File: src/rtl/pwm_capture.sv
// pwm_capture: receive-side timestamping of a deserialized PWM line.
// Each clk delivers N = 1<<HRBITS samples (din_i[N-1] earliest) plus the coarse
// timebase. Edges are timestamped as {tb, sample index}, and per PWM cycle the
// rise-to-rise period and rise-to-fall high time are reported.
// Optional feature macro: PWMCAP_AVG_EN. When defined, results are averaged over
// 2^AVG_LOG consecutive cycles and meas_valid_o pulses once per group.
module pwm_capture #(
    parameter int WIDTH   = 17,
    parameter int HRBITS  = 3,
    parameter int TMO     = 4095
`ifdef PWMCAP_AVG_EN
    ,
    parameter int AVG_LOG = 4
`endif
) (
    input  logic                     clk_i,
    input  logic                     rst_i,
    input  logic [WIDTH-HRBITS-1:0]  tb_i,
    input  logic [(1<<HRBITS)-1:0]   din_i,
    input  logic                     clr_i,
    output logic                     meas_valid_o,
    output logic [WIDTH-1:0]         period_o,
    output logic [WIDTH-1:0]         high_time_o,
    output logic                     stuck_o,
    output logic                     level_o,
    output logic                     glitch_err_o
);

    localparam int N  = 1 << HRBITS;
    localparam int CW = WIDTH - HRBITS;
    localparam int TW = $clog2(TMO + 1);
    localparam logic [TW-1:0] TMO_C = TW'(TMO);

    typedef enum logic [1:0] {
        SYNC      = 2'd0,
        WAIT_FALL = 2'd1,
        WAIT_RISE = 2'd2
    } state_e;

    // Stage 1 registers
    logic [N-1:0]     din_q;
    logic [CW-1:0]    tb_q;

    // Stage 2 state
    logic             prev_q;
    state_e           state_q, state_d;
    logic [WIDTH-1:0] rise_ts_q, rise_ts_d;
    logic [WIDTH-1:0] high_q, high_d;
    logic [TW-1:0]    cnt_q, cnt_d;
    logic             stuck_q, stuck_d;
    logic             glitch_q, glitch_d;

    // Output registers
    logic             meas_valid_q, meas_valid_d;
    logic [WIDTH-1:0] period_q, period_d;
    logic [WIDTH-1:0] high_time_q, high_time_d;

    // Edge scan results
    logic [N:0]        seq;
    logic              rise_found, fall_found;
    logic              rise_multi, fall_multi;
    logic [HRBITS-1:0] rise_idx, fall_idx;
    logic [WIDTH-1:0]  rise_ts, fall_ts;

    // Up to two events per word, in sample order
    logic              ev_vld     [2];
    logic              ev_is_rise [2];
    logic [WIDTH-1:0]  ev_ts      [2];

    logic              timeout_hit;
    logic              done;
    logic [WIDTH-1:0]  done_period, done_high;

    // Stage 1: register the sample word and timebase together
    always_ff @(posedge clk_i or posedge rst_i) begin
        if (rst_i) begin
            din_q <= '1;
            tb_q  <= '0;
        end else begin
            din_q <= din_i;
            tb_q  <= tb_i;
        end
    end

    // Find the first rise and first fall in the word; flag repeats as glitches
    always_comb begin
        seq        = {prev_q, din_q};
        rise_found = 1'b0;
        fall_found = 1'b0;
        rise_multi = 1'b0;
        fall_multi = 1'b0;
        rise_idx   = '0;
        fall_idx   = '0;
        for (int i = 0; i < N; i++) begin
            if (!seq[N-i] && seq[N-1-i]) begin
                if (rise_found) begin
                    rise_multi = 1'b1;
                end else begin
                    rise_found = 1'b1;
                    rise_idx   = i[HRBITS-1:0];
                end
            end
            if (seq[N-i] && !seq[N-1-i]) begin
                if (fall_found) begin
                    fall_multi = 1'b1;
                end else begin
                    fall_found = 1'b1;
                    fall_idx   = i[HRBITS-1:0];
                end
            end
        end
        rise_ts = {tb_q, rise_idx};
        fall_ts = {tb_q, fall_idx};
    end

    // Order the two events by sample index (they can never share an index)
    always_comb begin
        ev_vld[0]     = 1'b0;
        ev_vld[1]     = 1'b0;
        ev_is_rise[0] = 1'b0;
        ev_is_rise[1] = 1'b0;
        ev_ts[0]      = '0;
        ev_ts[1]      = '0;
        if (rise_found && fall_found) begin
            ev_vld[0] = 1'b1;
            ev_vld[1] = 1'b1;
            if (rise_idx < fall_idx) begin
                ev_is_rise[0] = 1'b1;
                ev_ts[0]      = rise_ts;
                ev_ts[1]      = fall_ts;
            end else begin
                ev_is_rise[1] = 1'b1;
                ev_ts[0]      = fall_ts;
                ev_ts[1]      = rise_ts;
            end
        end else if (rise_found) begin
            ev_vld[0]     = 1'b1;
            ev_is_rise[0] = 1'b1;
            ev_ts[0]      = rise_ts;
        end else if (fall_found) begin
            ev_vld[0] = 1'b1;
            ev_ts[0]  = fall_ts;
        end
    end

    // Timeout counter: any rise clears it, otherwise count up and saturate at TMO
    always_comb begin
        if (rise_found) begin
            cnt_d = '0;
        end else if (cnt_q == TMO_C) begin
            cnt_d = cnt_q;
        end else begin
            cnt_d = cnt_q + TW'(1);
        end
        timeout_hit = !rise_found && (cnt_d == TMO_C);
        if (rise_found) begin
            stuck_d = 1'b0;
        end else if (timeout_hit) begin
            stuck_d = 1'b1;
        end else begin
            stuck_d = stuck_q;
        end
        if (rise_mult_or_fall()) begin
            glitch_d = 1'b1;
        end else if (clr_i) begin
            glitch_d = 1'b0;
        end else begin
            glitch_d = glitch_q;
        end
    end

    function automatic logic rise_mult_or_fall();
        return rise_multi | fall_multi;
    endfunction

    // Measurement FSM: walk the word's events in sample order
    always_comb begin
        state_d     = state_q;
        rise_ts_d   = rise_ts_q;
        high_d      = high_q;
        done        = 1'b0;
        done_period = '0;
        done_high   = '0;
        for (int k = 0; k < 2; k++) begin
            if (ev_vld[k]) begin
                case (state_d)
                    SYNC: begin
                        if (ev_is_rise[k]) begin
                            rise_ts_d = ev_ts[k];
                            state_d   = WAIT_FALL;
                        end
                    end
                    WAIT_FALL: begin
                        if (ev_is_rise[k]) begin
                            // a rise with no fall in between only happens via a
                            // glitch; restart the cycle from the new rise
                            rise_ts_d = ev_ts[k];
                        end else begin
                            high_d  = ev_ts[k] - rise_ts_d;
                            state_d = WAIT_RISE;
                        end
                    end
                    WAIT_RISE: begin
                        if (ev_is_rise[k]) begin
                            done        = 1'b1;
                            done_period = ev_ts[k] - rise_ts_d;
                            done_high   = high_d;
                            rise_ts_d   = ev_ts[k];
                            state_d     = WAIT_FALL;
                        end
                    end
                    default: state_d = SYNC;
                endcase
            end
        end
        if (timeout_hit) begin
            state_d = SYNC;
        end
    end

    // Stage 2 state registers
    always_ff @(posedge clk_i or posedge rst_i) begin
        if (rst_i) begin
            prev_q    <= 1'b1;
            state_q   <= SYNC;
            rise_ts_q <= '0;
            high_q    <= '0;
            cnt_q     <= '0;
            stuck_q   <= 1'b0;
            glitch_q  <= 1'b0;
        end else begin
            prev_q    <= din_q[0];
            state_q   <= state_d;
            rise_ts_q <= rise_ts_d;
            high_q    <= high_d;
            cnt_q     <= cnt_d;
            stuck_q   <= stuck_d;
            glitch_q  <= glitch_d;
        end
    end

`ifdef PWMCAP_AVG_EN
    localparam int AW = WIDTH + AVG_LOG;

    logic [AW-1:0]      acc_p_q, acc_p_d;
    logic [AW-1:0]      acc_h_q, acc_h_d;
    logic [AVG_LOG-1:0] avg_cnt_q, avg_cnt_d;
    logic [AW-1:0]      sum_p, sum_h;

    // Accumulate completed cycles; publish the truncated mean once per group
    always_comb begin
        meas_valid_d = 1'b0;
        period_d     = period_q;
        high_time_d  = high_time_q;
        acc_p_d      = acc_p_q;
        acc_h_d      = acc_h_q;
        avg_cnt_d    = avg_cnt_q;
        sum_p        = acc_p_q + AW'(done_period);
        sum_h        = acc_h_q + AW'(done_high);
        if (timeout_hit) begin
            acc_p_d   = '0;
            acc_h_d   = '0;
            avg_cnt_d = '0;
        end else if (done) begin
            if (avg_cnt_q == '1) begin
                meas_valid_d = 1'b1;
                period_d     = sum_p[AW-1:AVG_LOG];
                high_time_d  = sum_h[AW-1:AVG_LOG];
                acc_p_d      = '0;
                acc_h_d      = '0;
                avg_cnt_d    = '0;
            end else begin
                acc_p_d   = sum_p;
                acc_h_d   = sum_h;
                avg_cnt_d = avg_cnt_q + AVG_LOG'(1);
            end
        end
    end

    // Averaging accumulators
    always_ff @(posedge clk_i or posedge rst_i) begin
        if (rst_i) begin
            acc_p_q   <= '0;
            acc_h_q   <= '0;
            avg_cnt_q <= '0;
        end else begin
            acc_p_q   <= acc_p_d;
            acc_h_q   <= acc_h_d;
            avg_cnt_q <= avg_cnt_d;
        end
    end
`else
    // Publish every completed cycle directly
    always_comb begin
        meas_valid_d = done;
        period_d     = done ? done_period : period_q;
        high_time_d  = done ? done_high : high_time_q;
    end
`endif

    // Output registers; period/high time hold between pulses
    always_ff @(posedge clk_i or posedge rst_i) begin
        if (rst_i) begin
            meas_valid_q <= 1'b0;
            period_q     <= '0;
            high_time_q  <= '0;
        end else begin
            meas_valid_q <= meas_valid_d;
            period_q     <= period_d;
            high_time_q  <= high_time_d;
        end
    end

    assign meas_valid_o = meas_valid_q;
    assign period_o     = period_q;
    assign high_time_o  = high_time_q;
    assign stuck_o      = stuck_q;
    assign level_o      = prev_q;
    assign glitch_err_o = glitch_q;

endmodule
File: config.mk
export PLATFORM = sky130hd
export DESIGN_NAME = pwm_capture
export DESIGN_NICKNAME = d
export VERILOG_FILES = /design/src/rtl/pwm_capture.sv
export SDC_FILE = /design/constraint.sdc
export NUM_CORES = 1
export LEC_CHECK = 0
export ABC_CLOCK_PERIOD_IN_PS = 4600
export BUFFER_PORTS_ARGS = -buffer_cell sky130_fd_sc_hd__buf_2
export CORE_ASPECT_RATIO = 2
export CORE_UTILIZATION = 45
export DETAILED_ROUTE_END_ITERATION = 8
export GPL_TIMING_DRIVEN = 0
export PLACE_DENSITY = 0.65
export RECOVER_POWER = 50
export SYNTH_ARGS = -nofsm -noshare
export SYNTH_HDL_FRONTEND = slang
export SYNTH_SLANG_ARGS = --single-unit
File: constraint.sdc
create_clock -name clk_i -period 4.6 [get_ports clk_i]
set_input_delay 0.23 -clock clk_i [delete_from_list [all_inputs] [get_ports clk_i]]
set_output_delay 0.23 -clock clk_i [all_outputs]
set_load 0.01 [all_outputs]
# Word level (Yosys, flattened, before mapping)
# Cells that the tools add are included.
[totals] regBits=108 inputBits=25 out_inout_bits=38 wordCells=190
[classes] addsub=3 n_lt_le_gt_ge=1 n_eq_ne=6 muxes=131 bitwise=1 n_reduce_logical=36
[ops] cell="two-way mux 17 bit" n=28
[ops] cell="two-way mux 3 bit" n=24
[ops] cell="two-way mux 1 bit" n=67
[ops] cell="subtractor 17 bit" n=2
[ops] cell="equality test 12 bit (second input constant)" n=2
[ops] cell="two-way mux 12 bit" n=2
[ops] cell="two-way mux 20 bit" n=1
[ops] cell="logical AND 1 bit" n=18
[ops] cell="two-way mux 2 bit" n=7
[ops] cell="adder 12 x 1 -> 12 bit (second input constant)" n=1
[ops] cell="zero test 1 bit" n=10
[ops] cell="case mux 2 bit (2 select lines)" n=2
[ops] cell="OR reduction 3 bit" n=2
[ops] cell="equality test 2 x 1 -> 1 bit (second input constant)" n=2
[ops] cell="equality test 2 bit (second input constant)" n=2
[ops] cell="zero test 2 bit" n=2
[ops] cell="nonzero test 2 bit" n=2
[ops] cell="OR reduction 2 bit" n=2
[ops] cell="< comparator 3 bit" n=1
[ops] cell="OR 1 bit" n=1

# Depth between registers and ports, before layout
[depth] word_depth=28 mapped_depth=23 mapped_depth_nobuf=22

# Worst setup path after synthesis
# OpenSTA, ideal clock, no wires.
[synth_path] path_kind="register -> register" startpoint="register din_q[3]" endpoint="register period_q[16] (netlist: period_o[16])" setup_time_ns=0.139 t_arrival_ns=4.500 required_time_ns=4.461 slack_ns=-0.039 stages_incl_launch_ff=24 n_path_buf=2 period_less_slack_ns=4.639 path_cell_list="dfstp_2 -> clkbuf_1 -> nor2b_1 -> o221ai_1 -> a21oi_1 -> o21ai_0 -> ha_1 -> nor2_1 -> nor2_1 -> nor2_1 -> a21o_1 -> nor2_2 -> nor2_1 -> buf_2 -> a21oi_1 -> ha_1 -> nor2b_1 -> o31a_1 -> o21ai_0 -> a31oi_1 -> a31o_2 -> a31oi_1 -> xnor2_1 -> a22oi_1"
[synth_via] elab_chain_cells=19 elab_cells_between_ends=65 classes_between="add/sub: 2; order compare: 1; eq/ne: 1; mux: 55; reduce/logical: 6"
[synth_rtl] item="start, declared" line="41" rtl="logic [N-1:0] din_q;"
[synth_rtl] item="start signal, assigned" line="80" rtl="din_q <= din_i;"
[synth_rtl] item="zero test 1 bit" line="95, 103"
[synth_rtl] item="logical AND 1 bit" line="103" rtl="if (seq[N-i] && !seq[N-1-i]) begin"
[synth_rtl] item="two-way mux 3 bit or two-way mux 1 bit (tied branches)" line="103"
[synth_rtl] item="two-way mux 3 bit" line="104" rtl="if (fall_found) begin"
[synth_rtl] item="two-way mux 3 bit" line="103"
[synth_rtl] item="two-way mux 3 bit" line="104"
[synth_rtl] item="two-way mux 3 bit" line="103"
[synth_rtl] item="two-way mux 3 bit" line="104"
[synth_rtl] item="(+3 left out)"
[synth_rtl] item="two-way mux 17 bit or two-way mux 1 bit (tied branches)" line="124" rtl="if (rise_found && fall_found) begin"
[synth_rtl] item="subtractor 17 bit or two-way mux 17 bit (tied branches)"
[synth_rtl] item="two-way mux 17 bit (on tied branches)"
[synth_rtl] item="two-way mux 17 bit (on tied branches)" line="186, 185"
[synth_rtl] item="two-way mux 17 bit or subtractor 17 bit (tied branches)" line="185, 206"
[synth_rtl] item="two-way mux 17 bit" line="204" rtl="if (ev_is_rise[k]) begin"
[synth_rtl] item="two-way mux 17 bit" line="186" rtl="case (state_d)"
[synth_rtl] item="two-way mux 17 bit" line="185" rtl="if (ev_vld[k]) begin"
[synth_rtl] item="end signal, assigned" line="309" rtl="period_q <= period_d;"
[synth_rtl] item="end, declared" line="55" rtl="logic [WIDTH-1:0] period_q, period_d;"
# Parallel ways exist; a longest one is shown, timed or not.
# A chain may end at the register's enable or synchronous reset.

# Worst setup path in the final report
[layout_path] startpoint="register din_q[5]" endpoint="register period_q[16] (netlist: period_o[16])"
[layout_via] elab_chain_cells=23 elab_cells_between_ends=77 classes_between="add/sub: 2; order compare: 1; eq/ne: 1; mux: 67; reduce/logical: 6"
[layout_rtl] item="zero test 1 bit" line="95, 103"
[layout_rtl] item="logical AND 1 bit" line="103"
[layout_rtl] item="two-way mux 3 bit or two-way mux 1 bit (tied branches)" line="103"
[layout_rtl] item="two-way mux 3 bit" line="104"
[layout_rtl] item="two-way mux 3 bit" line="103"
[layout_rtl] item="two-way mux 3 bit" line="104"
[layout_rtl] item="two-way mux 3 bit" line="103"
[layout_rtl] item="two-way mux 3 bit" line="104"
[layout_rtl] item="(+7 left out)"
[layout_rtl] item="two-way mux 17 bit or two-way mux 1 bit (tied branches)" line="124"
[layout_rtl] item="subtractor 17 bit or two-way mux 17 bit (tied branches)"
[layout_rtl] item="two-way mux 17 bit (on tied branches)"
[layout_rtl] item="two-way mux 17 bit (on tied branches)" line="186, 185"
[layout_rtl] item="two-way mux 17 bit or subtractor 17 bit (tied branches)" line="185, 206"
[layout_rtl] item="two-way mux 17 bit" line="204"
[layout_rtl] item="two-way mux 17 bit" line="186"
[layout_rtl] item="two-way mux 17 bit" line="185"
# Parallel ways exist; a longest one is shown, timed or not.

==> summary.md <==
| Metric | Value |
|---|---|
| Tot GR Track Use | `0.260` |
| Crit-path max FO | `8` |
| Leakage | `4.29 nW` |
| Crit. End Element | `flop` |
| Final HPWL DP | `15.0 mm` |
| Tcrit/Tclk final | `1.07` |
| Critical Path Source | `din_q[5]` |
| First-pass GRT wire length | `33.4 mm` |
| CTS tree | `yes` |
| Antenna-violating nets left | `0` |
| WL per Instance | `19.2 um` |
| Setup slack at placement | `-1.39 ns` |
| Cells after synthesis | `about 750` |
| Pins over their slew limit | `111` |
| Worst VDD drop | `0.000230 V` |
| GPL Wtd Cong | `0.923` |
| Largest net degree at the start of global routing | `56` |
| Share of cells above drive strength 1 | `0.300` |
| H-tree depth | `3` |
| Critical Path Start Type | `flop` |
| Fin nets | `970` |
| HP Class | `in -> reg` |
| Finished Cell Area | `~9300 um2` |
| Deepest clock path buffer count | `2` |
| Status | `complete, but fails checks` |
| RSZ-0062 raised after global routing | `true` |
| Worst skew pair latency | `0.37 ns` |
| Max cap viols | `2` |
| Post-synth EDFFs | `0` |
| Post-Layout Cell Count | `1109` |
| IO buf count | `between 60 and 70` |
| Crit path capture | `period_o[16]` |
| Overflow after GRT | `0` |
| Yosys reg bits | `~110` |
| R2r endpoint | `period_o[16]` |
| Reg2reg path depth | `23` |
| Crit path required time | `4.82 ns` |
| Post-synth top flop | `dfrtp_1` |
| Initial Utilization | `0.465` |
| Syn avg cell area | `9.49 um2` |
| Clk slew on worst S/H paths | `0.07 ns` |
| Relative slew slack | `-0.609` |
| Die Span X | `roughly 90 um` |
| Yosys warns | `0` |
| Syn nets | `817` |
| FMAX | `0.202 GHz` |
| Remaining design rule violation count | `0` |
| Post-synth cell types | `81` |
| CTS Sinks | `108` |
| Cell Area, Synth | `7150 um2` |
| Root Buffer | `clkbuf_16` |
| Cells after DPL | `1014` |
| Violated checks | `max-capacitance violations, max-slew violations, negative setup slack` |
| Commonest non-fill, non-tap cell in the layout | `dfrtp_1` |
| Tightest Pin Transition | `~2.4 ns` |
| Die area | `roughly 16000 um2` |
| Diodes inserted | `0` |
| CTS buffer count | `9` |
| Area after DPL | `7740 um2` |
| PD cells | `around 560 nW/um2` |
| DRT iter0 DRCs | `325` |
| FF-to-FF Start | `din_q[5]` |
| Final setup viols | `19` |
| Initial antenna violation count | `0` |
| Hold Vio Cnt, Final | `0` |
| FF+latch area | `between 2000 and 3000 um2` |
| Post-route setup slack | `-0.340 ns` |
| Worst Clk Skew | `0.00730 ns` |
| Ys async rst share | `1.00` |
| Fill cells | `roughly 1300` |
| Post-DR vias/cell | `5.86` |
| Min Tclk post-route | `about 4.9 ns` |
| Critical setup path kind | `reg -> reg` |
| TritonRoute pass-1 iters | `5` |
| Boundary Pins | `63` |
| Multi-input logic area | `~4800 um2` |
| Post-Route WL | `21.3 mm` |
| Vias in the first global route | `approximately 6800` |
| Sequential share of the synthesized area | `0.380` |
| Rows | `64` |
| Area delta synth->final | `30.7%` |
| Core Area | `15400 um2` |
| Fin util | `0.608` |
| Commonest cells after routing, fill and taps aside | `dfrtp_1 (99), buf_2 (64), a21oi_1 (60), buf_4 (52), nor2_1 (49)` |
| Via count | `6503` |
| Reg2reg setup slack | `-0.34 ns` |
| WP data arrival | `5.16 ns` |
| Height of the die | `180 um` |
[critical path, stage by stage, from the launching register on]
cell and delay (ns):
dfstp_2 0.63, nor2b_4 0.26, nor4_4 0.08, o211ai_1 0.21, buf_4 0.18, nand2_4 0.06, ha_4 0.27, nor2_2 0.03
nor2_1 0.10, nor2_2 0.07, a21o_1 0.19, o21ai_2 0.19, mux2i_2 0.12, o31ai_2 0.29, ha_2 0.25, fa_2 0.23
nor2b_2 0.05, o31a_1 0.31, o21ai_2 0.28, a31oi_2 0.16, a31o_2 0.31, a31oi_4 0.27, xnor2_1 0.16, a22oi_1 0.08
[sequential cells by signal (all words and copies together) (netlist names), 2 cells and up]
name	flops
state_q	2
high_q	17
cnt_q	12
period_o	17
tb_q	14
high_time_o	17
rise_ts_q	17
din_q	8
[power breakdown]
group / total (W) / internal, W / switching, W / leakage (nW)
clock: 0.000818 / 0.000432 / 0.000386 / 0.149
sequential: 0.00142 / 0.00125 / 0.000170 / 1.28
combinational: 0.00296 / 0.00138 / 0.00159 / 2.87
[synth_stat cells (all sizes together), types with 13 or more instances]
cell,n,area [um2]
inv,33,124
mux2i,45,450
dfrtp,99,2480
ha,37,463
xnor2,20,175
clkbuf,17,63.8
o21ai,35,179
a21o,13,97.6
or2,13,83.8
and2,19,119
mux2,16,180
nor2,58,223
nor2b,19,131
and3,17,106
nand2,45,179
a21oi,71,370
[layout make-up]
class,instances,area share
buffer,26,0.0170
clock buffer,9,0.0241
clock inverter,7,0.00897
inverter,33,0.0134
multi-input combinational,583,0.510
sequential,108,0.290
tap,198,0.0265
timing repair buffer,145,0.110
[stage by stage]
stage | TNS, ns | hold slack, ns | power [W]
after floorplan | 0 | 0.234 | 0.00305
after global placement | -18.59 | 0.334 | 0.00364
after detailed placement | -25.50 | 0.337 | 0.00372
after CTS | -0.873 | 0.00285 | 0.00487
after global routing | -6.18 | 0.247 | 0.00548
final | -2.78 | 0.234 | 0.00520
[how the worst min path moves through the flow]
stage          slack, ns      endpoint  startpoint  cells past startpoint
6_report            0.23  glitch_err_o       clr_i                      4
5_1_grt             0.25  glitch_err_o       clr_i                      4
4_1_cts            0.003       tb_q[7]       rst_i                      2
3_5_place_dp        0.34      din_q[7]    din_i[7]                      1
3_3_place_gp        0.33      din_q[3]    din_i[3]                      1
2_1_floorplan       0.23      din_q[0]    din_i[0]                      0
[what timing repair did]
action | 4_1_cts | 5_1_grt
endpoints found under the hold margin | 22 | 0
endpoints found under the setup margin | 41 | 33
gates resized for setup | 78 | 60
buffers inserted | 48 | 17
hold buffers | 22 | 0
pin swaps | 45 | 47
[routing by layer]
metal,vias to the layer above,routed length (um),global-route usage
li1,3053,-,-
met1,3153,7360,0.254
met2,210,11900,0.488
met3,87,585,0.0278
met4,0,1470,0.201
met5,-,0,0
[cell families (layout without fill, tap and decap cells)]
family,Yosys count,after routing,share of synthesized area
fa+ha+maj,39,39,0.0704
mux,61,61,0.0882
compound gates,211,211,0.201
buf+inv,62,220,0.0387
xor+xnor,31,31,0.0380
flops,108,108,0.380
simple gates,241,241,0.184
Note: power is estimated with default switching activity, not from simulation.
